### config.mk
export PLATFORM = sky130hd
export DESIGN_NAME = mem_lsu
export DESIGN_NICKNAME = d
export VERILOG_FILES = /design/src/rtl/yadan_defs.sv /design/src/rtl/lsu_align.sv /design/src/rtl/mem_lsu.sv
export SDC_FILE = /design/constraint.sdc
export NUM_CORES = 1
export LEC_CHECK = 0
export CAP_MARGIN = 20
export CELL_PAD_IN_SITES_DETAIL_PLACEMENT = 1
export CELL_PAD_IN_SITES_GLOBAL_PLACEMENT = 2
export CORE_ASPECT_RATIO = 1.1
export CORE_MARGIN = 2
export CORE_UTILIZATION = 23
export DETAILED_ROUTE_END_ITERATION = 8
export GPL_TIMING_DRIVEN = 1
export PLACE_DENSITY = 0.86
export SYNTH_ARGS = -nofsm -noshare
export SYNTH_HDL_FRONTEND = slang
export SYNTH_SLANG_ARGS = --single-unit
### constraint.sdc
create_clock -name clk -period 8.45 [get_ports clk]
set_input_delay 1.69 -clock clk [delete_from_list [all_inputs] [get_ports clk]]
set_output_delay 1.69 -clock clk [all_outputs]
set_load 0.01 [all_outputs]
### src/rtl/yadan_defs.sv
// Shared core definitions: aluop codes, reset level, memory-op
// classification helpers and LSU state encoding.
package yadan_defs;

    localparam logic RST_ENABLE = 1'b1;

    localparam int ALUOP_BUS_W = 8;

    localparam logic [ALUOP_BUS_W-1:0] EXE_NONE = 8'h00;
    localparam logic [ALUOP_BUS_W-1:0] EXE_ADD  = 8'h01;
    localparam logic [ALUOP_BUS_W-1:0] EXE_SUB  = 8'h02;
    localparam logic [ALUOP_BUS_W-1:0] EXE_LB   = 8'h20;
    localparam logic [ALUOP_BUS_W-1:0] EXE_LH   = 8'h21;
    localparam logic [ALUOP_BUS_W-1:0] EXE_LW   = 8'h22;
    localparam logic [ALUOP_BUS_W-1:0] EXE_LBU  = 8'h23;
    localparam logic [ALUOP_BUS_W-1:0] EXE_LHU  = 8'h24;
    localparam logic [ALUOP_BUS_W-1:0] EXE_SB   = 8'h28;
    localparam logic [ALUOP_BUS_W-1:0] EXE_SH   = 8'h29;
    localparam logic [ALUOP_BUS_W-1:0] EXE_SW   = 8'h2A;

    typedef enum logic [1:0] {
        S_IDLE = 2'd0,
        S_BUS  = 2'd1,
        S_DONE = 2'd2
    } lsu_state_e;

    function automatic logic is_load(input logic [ALUOP_BUS_W-1:0] op);
        return (op == EXE_LB) || (op == EXE_LH) || (op == EXE_LW) ||
               (op == EXE_LBU) || (op == EXE_LHU);
    endfunction

    function automatic logic is_store(input logic [ALUOP_BUS_W-1:0] op);
        return (op == EXE_SB) || (op == EXE_SH) || (op == EXE_SW);
    endfunction

    function automatic logic is_byte_op(input logic [ALUOP_BUS_W-1:0] op);
        return (op == EXE_LB) || (op == EXE_LBU) || (op == EXE_SB);
    endfunction

    function automatic logic is_half_op(input logic [ALUOP_BUS_W-1:0] op);
        return (op == EXE_LH) || (op == EXE_LHU) || (op == EXE_SH);
    endfunction

    function automatic logic is_word_op(input logic [ALUOP_BUS_W-1:0] op);
        return (op == EXE_LW) || (op == EXE_SW);
    endfunction

    function automatic logic is_unsigned_ld(input logic [ALUOP_BUS_W-1:0] op);
        return (op == EXE_LBU) || (op == EXE_LHU);
    endfunction

endpackage

### src/rtl/lsu_align.sv
// Byte-lane steering for stores and alignment/extension for loads.
// Purely combinational; shared by request and writeback paths.
module lsu_align
    import yadan_defs::*;
#(
    parameter int ALUOP_W = 8,
    parameter int DATA_W  = 32
) (
    input  logic [ALUOP_W-1:0] op,
    input  logic [1:0]         addr_lo,
    input  logic [DATA_W-1:0]  op2,
    input  logic [DATA_W-1:0]  rdata,
    output logic [3:0]         be,
    output logic [DATA_W-1:0]  wdata,
    output logic [DATA_W-1:0]  ldata,
    output logic               misalign
);

    logic [DATA_W-1:0] shifted;
    logic [7:0]        byte_v;
    logic [15:0]       half_v;
    logic              uns;

    // Lane select, byte enables and sign/zero extension by access size
    always_comb begin
        be       = 4'b0000;
        wdata    = op2;
        ldata    = '0;
        misalign = 1'b0;
        shifted  = rdata >> {addr_lo, 3'b000};
        byte_v   = shifted[7:0];
        half_v   = addr_lo[1] ? rdata[31:16] : rdata[15:0];
        uns      = is_unsigned_ld(op);
        unique case (1'b1)
            is_byte_op(op): begin
                be    = 4'b0001 << addr_lo;
                wdata = {4{op2[7:0]}};
                ldata = uns ? {24'b0, byte_v}
                            : {{24{byte_v[7]}}, byte_v};
            end
            is_half_op(op): begin
                be       = addr_lo[1] ? 4'b1100 : 4'b0011;
                wdata    = {2{op2[15:0]}};
                ldata    = uns ? {16'b0, half_v}
                               : {{16{half_v[15]}}, half_v};
                misalign = addr_lo[0];
            end
            is_word_op(op): begin
                be       = 4'b1111;
                wdata    = op2;
                ldata    = rdata;
                misalign = (addr_lo != 2'b00);
            end
            default: ;
        endcase
    end

endmodule

### src/rtl/mem_lsu.sv
// Memory-stage load/store unit: issues req/ack bus accesses,
// stalls upstream while busy and forwards writeback to mem_wb.
module mem_lsu
    import yadan_defs::*;
#(
    parameter int ALUOP_W = 8,
    parameter int ADDR_W  = 32,
    parameter int DATA_W  = 32
) (
    input  logic               clk,
    input  logic               rst,
    input  logic               mem_wreg_i,
    input  logic [4:0]         mem_wreg_addr_i,
    input  logic [DATA_W-1:0]  mem_wreg_data_i,
    input  logic [ALUOP_W-1:0] mem_aluop_i,
    input  logic [ADDR_W-1:0]  mem_memaddr_i,
    input  logic [DATA_W-1:0]  mem_operand2_i,
    output logic               dbus_req_o,
    output logic               dbus_we_o,
    output logic [ADDR_W-1:0]  dbus_addr_o,
    output logic [3:0]         dbus_be_o,
    output logic [DATA_W-1:0]  dbus_wdata_o,
    input  logic               dbus_ack_i,
    input  logic [DATA_W-1:0]  dbus_rdata_i,
    output logic               stall_req_o,
    output logic               misalign_o,
    output logic               wb_wreg_o,
    output logic [4:0]         wb_wreg_addr_o,
    output logic [DATA_W-1:0]  wb_wreg_data_o
);

    lsu_state_e        state_q;
    lsu_state_e        state_d;
    logic [DATA_W-1:0] load_buf;
    logic [3:0]        be_c;
    logic [DATA_W-1:0] wdata_c;
    logic [DATA_W-1:0] ldata_c;
    logic              mis_c;
    logic              ld_c;
    logic              st_c;
    logic              start;

    assign ld_c = is_load(mem_aluop_i);
    assign st_c = is_store(mem_aluop_i);

    lsu_align #(
        .ALUOP_W (ALUOP_W),
        .DATA_W  (DATA_W)
    ) u_align (
        .op       (mem_aluop_i),
        .addr_lo  (mem_memaddr_i[1:0]),
        .op2      (mem_operand2_i),
        .rdata    (load_buf),
        .be       (be_c),
        .wdata    (wdata_c),
        .ldata    (ldata_c),
        .misalign (mis_c)
    );

    // Next state, stall, misalign and writeback selection
    always_comb begin
        state_d        = state_q;
        start          = 1'b0;
        stall_req_o    = 1'b0;
        misalign_o     = 1'b0;
        wb_wreg_o      = 1'b0;
        wb_wreg_addr_o = mem_wreg_addr_i;
        wb_wreg_data_o = mem_wreg_data_i;
        unique case (state_q)
            S_IDLE: begin
                if ((ld_c || st_c) && mis_c) begin
                    misalign_o = 1'b1;
                end else if (ld_c || st_c) begin
                    stall_req_o = 1'b1;
                    start       = 1'b1;
                    state_d     = S_BUS;
                end else begin
                    wb_wreg_o = mem_wreg_i;
                end
            end
            S_BUS: begin
                stall_req_o = 1'b1;
                if (dbus_ack_i) state_d = S_DONE;
            end
            S_DONE: begin
                wb_wreg_o      = ld_c & mem_wreg_i;
                wb_wreg_data_o = ldata_c;
                state_d        = S_IDLE;
            end
            default: state_d = S_IDLE;
        endcase
    end

    // State register, registered bus request and load buffer
    always_ff @(posedge clk) begin
        if (rst == RST_ENABLE) begin
            state_q      <= S_IDLE;
            dbus_req_o   <= 1'b0;
            dbus_we_o    <= 1'b0;
            dbus_addr_o  <= '0;
            dbus_be_o    <= 4'b0000;
            dbus_wdata_o <= '0;
            load_buf     <= '0;
        end else begin
            state_q <= state_d;
            if (start) begin
                dbus_req_o   <= 1'b1;
                dbus_we_o    <= st_c;
                dbus_addr_o  <= {mem_memaddr_i[ADDR_W-1:2], 2'b00};
                dbus_be_o    <= be_c;
                dbus_wdata_o <= wdata_c;
            end else if (state_q == S_BUS && dbus_ack_i) begin
                dbus_req_o   <= 1'b0;
                dbus_we_o    <= 1'b0;
                dbus_addr_o  <= '0;
                dbus_be_o    <= 4'b0000;
                dbus_wdata_o <= '0;
                load_buf     <= dbus_rdata_i;
            end
        end
    end

endmodule

* After elaboration in Yosys (flattened, before gate mapping) *
Index checks and enable logic that the tools add are counted.

operators by class
  reduce and logical (&&, ||, !) cells = 20
  eq/ne operators = 13
  shift operators = 2
  multiplexer cells = 31
  bitwise operators = 2

operator list
  cell                   count
  $mux W32               7
  $pmux W32 S3           1
  $eq A8 B6 Y1 const B   8
  $pmux W32 S2           1
  $shr A32 B5 Y8         1
  $mux W16               1
  $logic_or A1 B1 Y1     13
  $mux W4                3
  $pmux W4 S3            1
  $mux W1                10
  $mux W2                3
  $ne A2 B2 Y1 const B   3
  $pmux W1 S2            3
  $pmux W2 S2            1
  $reduce_bool A2 Y1     2
  $shl A1 B2 Y4 const A  1
  $reduce_and A3 Y1      1
  $eq A2 B1 Y1 const B   1
  $eq A2 B2 Y1 const B   1
  $logic_and A1 B1 Y1    2
  $logic_not A2 Y1       1
  $reduce_and A2 Y1      1
  $and A1 B1 Y1          1
  $not A1 Y1             1

storage, ports and cells
  bits in registers = 102
  logic and storage cells = 75

* Logic depth before layout (Yosys ltp) *
Gate-level depths: netlist of the first run.

  word-level depth = 11
  mapped depth = 8
  mapped depth without buffers = 5

* By module *
From an unflattened synthesis of the first run, not the netlist that was laid out.

second synthesis, totals
  cells, all modules = 643
  area total of the unflattened synthesis = 5365.1 um^2

modules (own cells, without submodules)
  module     cells an instance  area each (um^2)  seq. area each (um^2)  instances
  mem_lsu    508                4155.2            2042.0                 1
  lsu_align  135                1209.9            0.0                    1

* Least setup slack after synthesis of the first run *
Ideal clock, no wire load.

  path kind = in2out
  from = input mem_memaddr_i[0]
  to = output wb_wreg_data_o[20]
  data arrival time = 3615 ps
  stages on the path = 6
  slack = 3145 ps
  cell sequence = clkbuf_1 > mux4_2 > mux2_2 > a31oi_1 > clkbuf_1 > a21oi_1

on the way
  longest elaborated chain between the ends = 4

ends and longest elaborated chain
  element             RTL line         RTL
  start: declaration  mem_lsu.sv:16    input logic [ADDR_W-1:0] mem_memaddr_i,
  $shr A32 B5 Y8      lsu_align.sv:30  shifted = rdata >> {addr_lo, 3'b000};
  $mux W32            lsu_align.sv:38  ldata = uns ? {24'b0, byte_v}
  $pmux W32 S3        lsu_align.sv:34  unique case (1'b1)
  $mux W32            mem_lsu.sv:69    unique case (state_q)
  end: declaration    mem_lsu.sv:29    output logic [DATA_W-1:0] wb_wreg_data_o

No other way between the ends.

* Worst setup path in the final report of the first run *
  from = input mem_aluop_i[0]
  to = output wb_wreg_data_o[20]

on the way
  longest elaborated chain between the ends = 5

ends and longest elaborated chain
  element                                RTL line                                              RTL
  start: declaration                     mem_lsu.sv:15                                         input logic [ALUOP_W-1:0] mem_aluop_i,
  $eq A8 B6 Y1 (on tied branches)        yadan_defs.sv:37, yadan_defs.sv:49, yadan_defs.sv:41
  $logic_or A1 B1 Y1 (on tied branches)  yadan_defs.sv:49, yadan_defs.sv:37, yadan_defs.sv:41
  $mux W32 (tied with other cells)       lsu_align.sv:44                                       ldata = uns ? {16'b0, half_v}
  $pmux W32 S3 (*)                       lsu_align.sv:34
  $mux W32 (*)                           mem_lsu.sv:69

Every way passes the cells marked *; elsewhere a longest branch is shown, timed or not.

==> flow_summary.json, run 1 <==
{
  "outcome": "finished clean",
  "ys_top_cells_by_area": "dfxtp_1 39%, a21oi_1 12%, nand2_1 10%, nand3_1 5.4%, clkbuf_1 3.5%",
  "yosysTopAreaCellShare_pct": 39.28,
  "start_util_pct": 23.51,
  "syn-instance-count": 674,
  "clkLatencyLatePin_ns": 0.36,
  "crit_fanout": 22,
  "die_h_um": 161.7,
  "fin_tns_setup_ns": 0,
  "via_per_inst": 4.983,
  "fin_skew_ns": 0.01746,
  "hpwl_um": 16160,
  "cts.sinks": 102,
  "p_int_mw": 0.7910,
  "synth_edf_count": 0,
  "nNetsFinal": 1008,
  "min_from": "dbus_req_o",
  "design_area_mm2": 0.008066,
  "synthToLayoutAreaGrowth_pct": 55.16,
  "hold_class": "reg -> reg",
  "power_leakage_nw": 2.565,
  "synth_top_area_cell": "dfxtp_1",
  "async_flop_share_pct": 0,
  "postCtsResizedCells": 0,
  "worstSetupEndpointType": "primary output",
  "ff2ff_path_depth": 5,
  "port_buffers": 242,
  "critPathCapture": "wb_wreg_data_o[20]",
  "worstPathRequired_ns": 6.76,
  "vias": 5805,
  "min_period_ns": 6.635,
  "grt_pass1_wl_um": 34270,
  "cap_viol_max_count": 0,
  "die_area_mm2": 0.02382,
  "grt_max_degree": 74,
  "die_w_um": 147.3,
  "netSwitchingFraction_pct": 26.71,
  "power_frac_comb_pct": 15.5,
  "rows": 57,
  "synth_area_mm2": 0.005199,
  "reg2reg_to": "dbus_addr_o[19]",
  "gp_congestion": 0.7986,
  "postRouteAntennaNets": 0,
  "dr.first_iter.drc_count": 321,
  "final_hold_viol_count": 0,
  "post-cts-setup-buffer-count": 0,
  "path_class": "in -> out",
  "clkSlewWorstSetupHoldPaths_ns": 0.08,
  "clockRootBuffer": "clkbuf_16",
  "synthFlopType": "dfxtp_1",
  "max-slew-margin-rel_pct": 29.20,
  "maxSlewViolCount": 0,
  "yosys_warnings": 0,
  "ctsHoldBuffers": 0,
  "routed_wl_um": 22220,
  "cts_buffers": 9,
  "final_layout_size_suffix_gt1_share_pct": 5.760,
  "clkPwrFrac_pct": 39.3,
  "rsz0062_at_grt": "false",
  "ir_drop_uv": 86.10,
  "ioPinCount": 255,
  "antenna_found_initial": 4,
  "track_usage_pct": 18.20,
  "drc": 0,
  "clock_path_buffers": 2,
  "worst-r2r-setup-slack_ns": 6.27,
  "powerDensity_mw_per_mm2": 133.8,
  "wl_per_cell_um": 19.07,
  "netSwitchingPower_mw": 0.2882,
  "crit_arrival_ns": 4.94,
  "worst_pin_slew_ns": 1.060,
  "fin_hold_ws_ns": 0.4619,
  "finalSetupViolCount": 0,
  "startpoint": "mem_aluop_i[0]",
  "cp-start-kind": "primary input",
  "pwr-share-seq_pct": 45.2,
  "h-tree-depth": 3,
  "ys_seq_elements": 102,
  "dr.pass1.iters": 5,
  "synth.yosys.seq_area_share_pct": 39.28,
  "overflow": 0,
  "yosysUniqueCellTypes": 47,
  "fin_crit_sh_pct": 78.52,
  "fmax_mhz": 150.7,
  "core_area_mm2": 0.02211,
  "tritoncts": "yes",
  "post_dp_cell_area_mm2": 0.007749,
  "reg2reg_from": "state_q[1]",
  "avgSynthCellArea_um2": 7.713,
  "grt_pass1_vias": 5773
}
==> metrics by stage <==
step | power (mW) | cells | worst slack (ns) | utilization [%]
floorplan | 0.5607 | 675 | 3.145 | -
global placement | 0.6652 | 1145 | 1.807 | 35.05
detailed placement | 0.6668 | 1145 | 1.787 | 35.05
CTS | 1.098 | 1161 | 1.770 | 36.39
global route | 1.128 | 1165 | 1.531 | 36.49
finish | 1.079 | 1165 | 1.815 | 36.49
==> flip-flops by register name, summed over array words and instances (netlist names) <==
register / count
dbus_wdata_o: 32
dbus_we_o: 1
dbus_req_o: 1
state_q: 2
dbus_addr_o: 30
load_buf: 32
dbus_be_o: 4
==> cell usage after synthesis, types with 9 or more instances <==
library cell and number:
nand2_1 145, a21oi_1 120, dfxtp_1 102, nand3_1 56
clkbuf_1 49, o21ai_0 32, a221oi_1 16, nor2_1 16
o211ai_1 16, buf_2 13, a211oi_1 11, mux2i_1 9
==> worst min path at each step <==
stage / endpoint / slack (ns) / cells past startpoint
global route: dbus_addr_o[27] / 0.48 / 2
CTS: dbus_req_o / 0.47 / 2
floorplan: load_buf[0] / 0.45 / 2
global placement: dbus_req_o / 0.44 / 2
detailed placement: dbus_req_o / 0.45 / 2
finish: dbus_req_o / 0.46 / 2
==> layout make-up <==
cell class                 instances  area, µm²
clock inverter                     7      72.57
clock buffer                       9      225.2
sequential                       102       2042
fill                            2644      14040
inverter                           2      7.507
multi-input combinational        494       2835
timing repair buffer             254       2510
tap                              295      369.1
antenna                            2      5.005
==> power groups by stage <==
stage,clock (mW),combinational [mW],sequential (mW)
floorplan,0,0.0603,0.500
global placement,0,0.166,0.499
detailed placement,0,0.167,0.500
CTS,0.441,0.168,0.488
global route,0.459,0.180,0.489
finish,0.424,0.167,0.488
==> worst max-delay path, cell delays in order <==
cell             delay (ns)
clkdlybuf4s50_1        0.79
or2_2                  0.54
a221oi_4               0.47
nand2b_1               0.53
o21ai_0                0.17
a21oi_1                0.16
clkdlybuf4s50_1        0.58
==> cells by family after synthesis <==
logic type             count (synthesis)  synth area share [%]
AOI/OAI and AO/OA                    231                 27.85
buffers and inverters                 79                 6.595
DFF                                  102                 39.28
muxes                                 19                 5.632
other                                  1               0.07213
and+or+nand+nor                      242                 20.58
==> routing by layer <==
layer	track usage, %	part of all wire [%]	vias up
met5	0	0.068	-
met2	29.40	48	169
met3	4.916	6.3	30
li1	-	-	2795
met1	23.58	44	2807
met4	6.075	2.3	4
==> layout by cell type, fill, tap and decap left out, types with 9 or more instances in the layout <==
master and count:
nand3_1 56, nand2_1 145, a21oi_1 120, o21ai_0 32
a211oi_1 10, dfxtp_1 102, mux2i_1 9, nor2_1 16
buf_4 13, clkdlybuf4s50_1 241, clkbuf_16 9, o211ai_1 16
a221oi_1 16
No activity file was read; power rests on OpenSTA's default activity.
==> run 2: changes to the inputs <==
--- a/config.mk
+++ b/config.mk
@@ -10,10 +10,10 @@
 export CELL_PAD_IN_SITES_GLOBAL_PLACEMENT = 2
 export CORE_ASPECT_RATIO = 1.1
 export CORE_MARGIN = 2
-export CORE_UTILIZATION = 23
+export CORE_UTILIZATION = 19
 export DETAILED_ROUTE_END_ITERATION = 8
 export GPL_TIMING_DRIVEN = 1
-export PLACE_DENSITY = 0.86
+export PLACE_DENSITY = 0.76
 export SYNTH_ARGS = -nofsm -noshare
 export SYNTH_HDL_FRONTEND = slang
 export SYNTH_SLANG_ARGS = --single-unit
==> constraint.sdc (replaced) <==
create_clock -name clk -period 6 [get_ports clk]
set_input_delay 1.2 -clock clk [delete_from_list [all_inputs] [get_ports clk]]
set_output_delay 1.2 -clock clk [all_outputs]
set_load 0.01 [all_outputs]
==> flow_summary.json, run 2 (synthesis results as in run 1) <==
{
  "fin_tns_setup_ns": 0,
  "grt_pass1_wl_um": 35100,
  "ioPinCount": 255,
  "cp-start-kind": "primary input",
  "outcome": "finished clean",
  "grt_pass1_vias": 5799,
  "maxSlewViolCount": 0,
  "post-cts-setup-buffer-count": 0,
  "power_leakage_nw": 2.627,
  "worstPathRequired_ns": 4.80,
  "fin_hold_ws_ns": 0.4613,
  "min_period_ns": 5.350,
  "final_hold_viol_count": 0,
  "tritoncts": "yes",
  "path_class": "in -> out",
  "slowest_delay_ns": 0.58,
  "ctsHoldBuffers": 0,
  "postCtsResizedCells": 0,
  "rows": 63,
  "routed_wl_um": 23410,
  "reg2reg_from": "state_q[1]",
  "overflow": 0,
  "hpwl_um": 17260,
  "dr.first_iter.drc_count": 325,
  "die_area_mm2": 0.02870,
  "grt_max_degree": 69,
  "synthToLayoutAreaGrowth_pct": 58.46,
  "nNetsFinal": 1017,
  "postLayoutSetupSlackWorst_ns": 0.6498,
  "die_w_um": 161.7,
  "wl_per_cell_um": 18.96,
  "start_util_pct": 19.28,
  "powerDensity_mw_per_mm2": 193.2,
  "h-tree-depth": 3,
  "cap_viol_max_count": 0,
  "antenna_found_initial": 2,
  "placedCellCount": 1218,
  "reg_top3": "dbus_wdata_o x32, load_buf x32, dbus_addr_o x30",
  "crit_fanout": 16,
  "max-slew-margin-rel_pct": 46.62,
  "vias": 5845,
  "fin_skew_ns": 0.01016,
  "clockRootBuffer": "clkbuf_16",
  "clock_path_buffers": 2,
  "fin_crit_sh_pct": 89.17,
  "finalSetupViolCount": 0,
  "track_usage_pct": 15.95,
  "crit_top_cell": "clkdlybuf4s50_1",
  "postRouteAntennaNets": 0,
  "die_h_um": 177.5,
  "port_buffers": 242,
  "crit_chain": "clkdlybuf4s50_1 -> or2_2 -> a221oi_4 -> nand2b_1 -> o21ai_0 -> a21oi_1 -> clkdlybuf4s50_1",
  "drc": 0,
  "cts_buffers": 9,
  "fmax_mhz": 186.9,
  "via_per_inst": 4.733,
  "crit_arrival_ns": 4.15,
  "fin_cells": 1235,
  "cts.sinks": 102,
  "final_common_cell": "clkdlybuf4s50_1",
  "final_layout_size_suffix_gt1_share_pct": 6.613,
  "crit_path_top_delay_cell": "clkdlybuf4s50_1",
  "worstSetupEndpointType": "primary output",
  "final_cell_mix": "241 x clkdlybuf4s50_1, 145 x nand2_1, 120 x a21oi_1",
  "hold_class": "reg -> reg",
  "dr.pass1.iters": 5,
  "min_from": "dbus_req_o",
  "clkSlewWorstSetupHoldPaths_ns": 0.07,
  "worst-r2r-setup-slack_ns": 3.78,
  "rsz0062_at_grt": "false",
  "gp_congestion": 0.7831,
  "ir_drop_uv": 120.6,
  "place_ws_ns": 0.6411,
  "worst_pin_slew_ns": 0.8007,
  "startpoint": "mem_aluop_i[1]",
  "clkLatencyLatePin_ns": 0.36,
  "core_area_mm2": 0.02696
}
run 2: cell type report:
cell class | instances | area, µm²
Clock buffer | 10 | 229.0
Inverter | 2 | 7.507
Tap cell | 357 | 446.7
Sequential cell | 102 | 2042
Fill cell | 3223 | 18720
Timing Repair Buffer | 263 | 2577
Multi-Input combinational cell | 494 | 2835
Antenna cell | 1 | 2.502
Clock inverter | 6 | 97.59
run 2: routing by layer:
metal | vias up | share of wire, % | GRT usage (%)
li1 | 2815 | - | -
met1 | 2813 | 44 | 20.37
met2 | 177 | 47 | 25.71
met3 | 38 | 6.2 | 3.739
met4 | 2 | 3.0 | 6.932
met5 | - | 0.043 | 0
run 2: report_power, final:
part / total [mW] / leakage [nW] / switching (mW) / internal (mW)
combinational: 0.239 / 1.64 / 0.100 / 0.138
clock: 0.665 / 0.160 / 0.291 / 0.374
sequential: 0.687 / 0.822 / 0.00447 / 0.683
total: 1.59 / 2.63 / 0.396 / 1.20
run 2: path summary, 6_finish.rpt:
kind | end | cells after the start
worst min register to register | dbus_req_o | 2
worst max-delay path | wb_wreg_data_o[27] | 7
worst max register to register | dbus_addr_o[26] | 5
worst min-delay path | dbus_req_o | 2
run 2: stage by stage:
stage	util, %	instance area [µm²]	power, mW
after floorplan	-	5202	0.7897
final	30.56	8238	1.591
after global placement	29.31	7901	0.9408
after CTS	30.55	8235	1.624
after detailed placement	29.34	7909	0.9430
after global routing	30.56	8238	1.669
run 2: worst max-delay path: cells and delay by family:
family	cells	cell delay (ns)
and+or+nand+nor	2	1.00
buffers and inverters	2	1.15
AOI/OAI and AO/OA	3	0.79
==> run 3: changes to the inputs <==
--- a/config.mk
+++ b/config.mk
@@ -14,6 +14,7 @@
 export DETAILED_ROUTE_END_ITERATION = 8
 export GPL_TIMING_DRIVEN = 1
 export PLACE_DENSITY = 0.76
+export SKIP_LAST_GASP = 1
 export SYNTH_ARGS = -nofsm -noshare
 export SYNTH_HDL_FRONTEND = slang
 export SYNTH_SLANG_ARGS = --single-unit
==> results of run 3 <==
The final DEF is identical to that of run 2; final timing and power are the same.
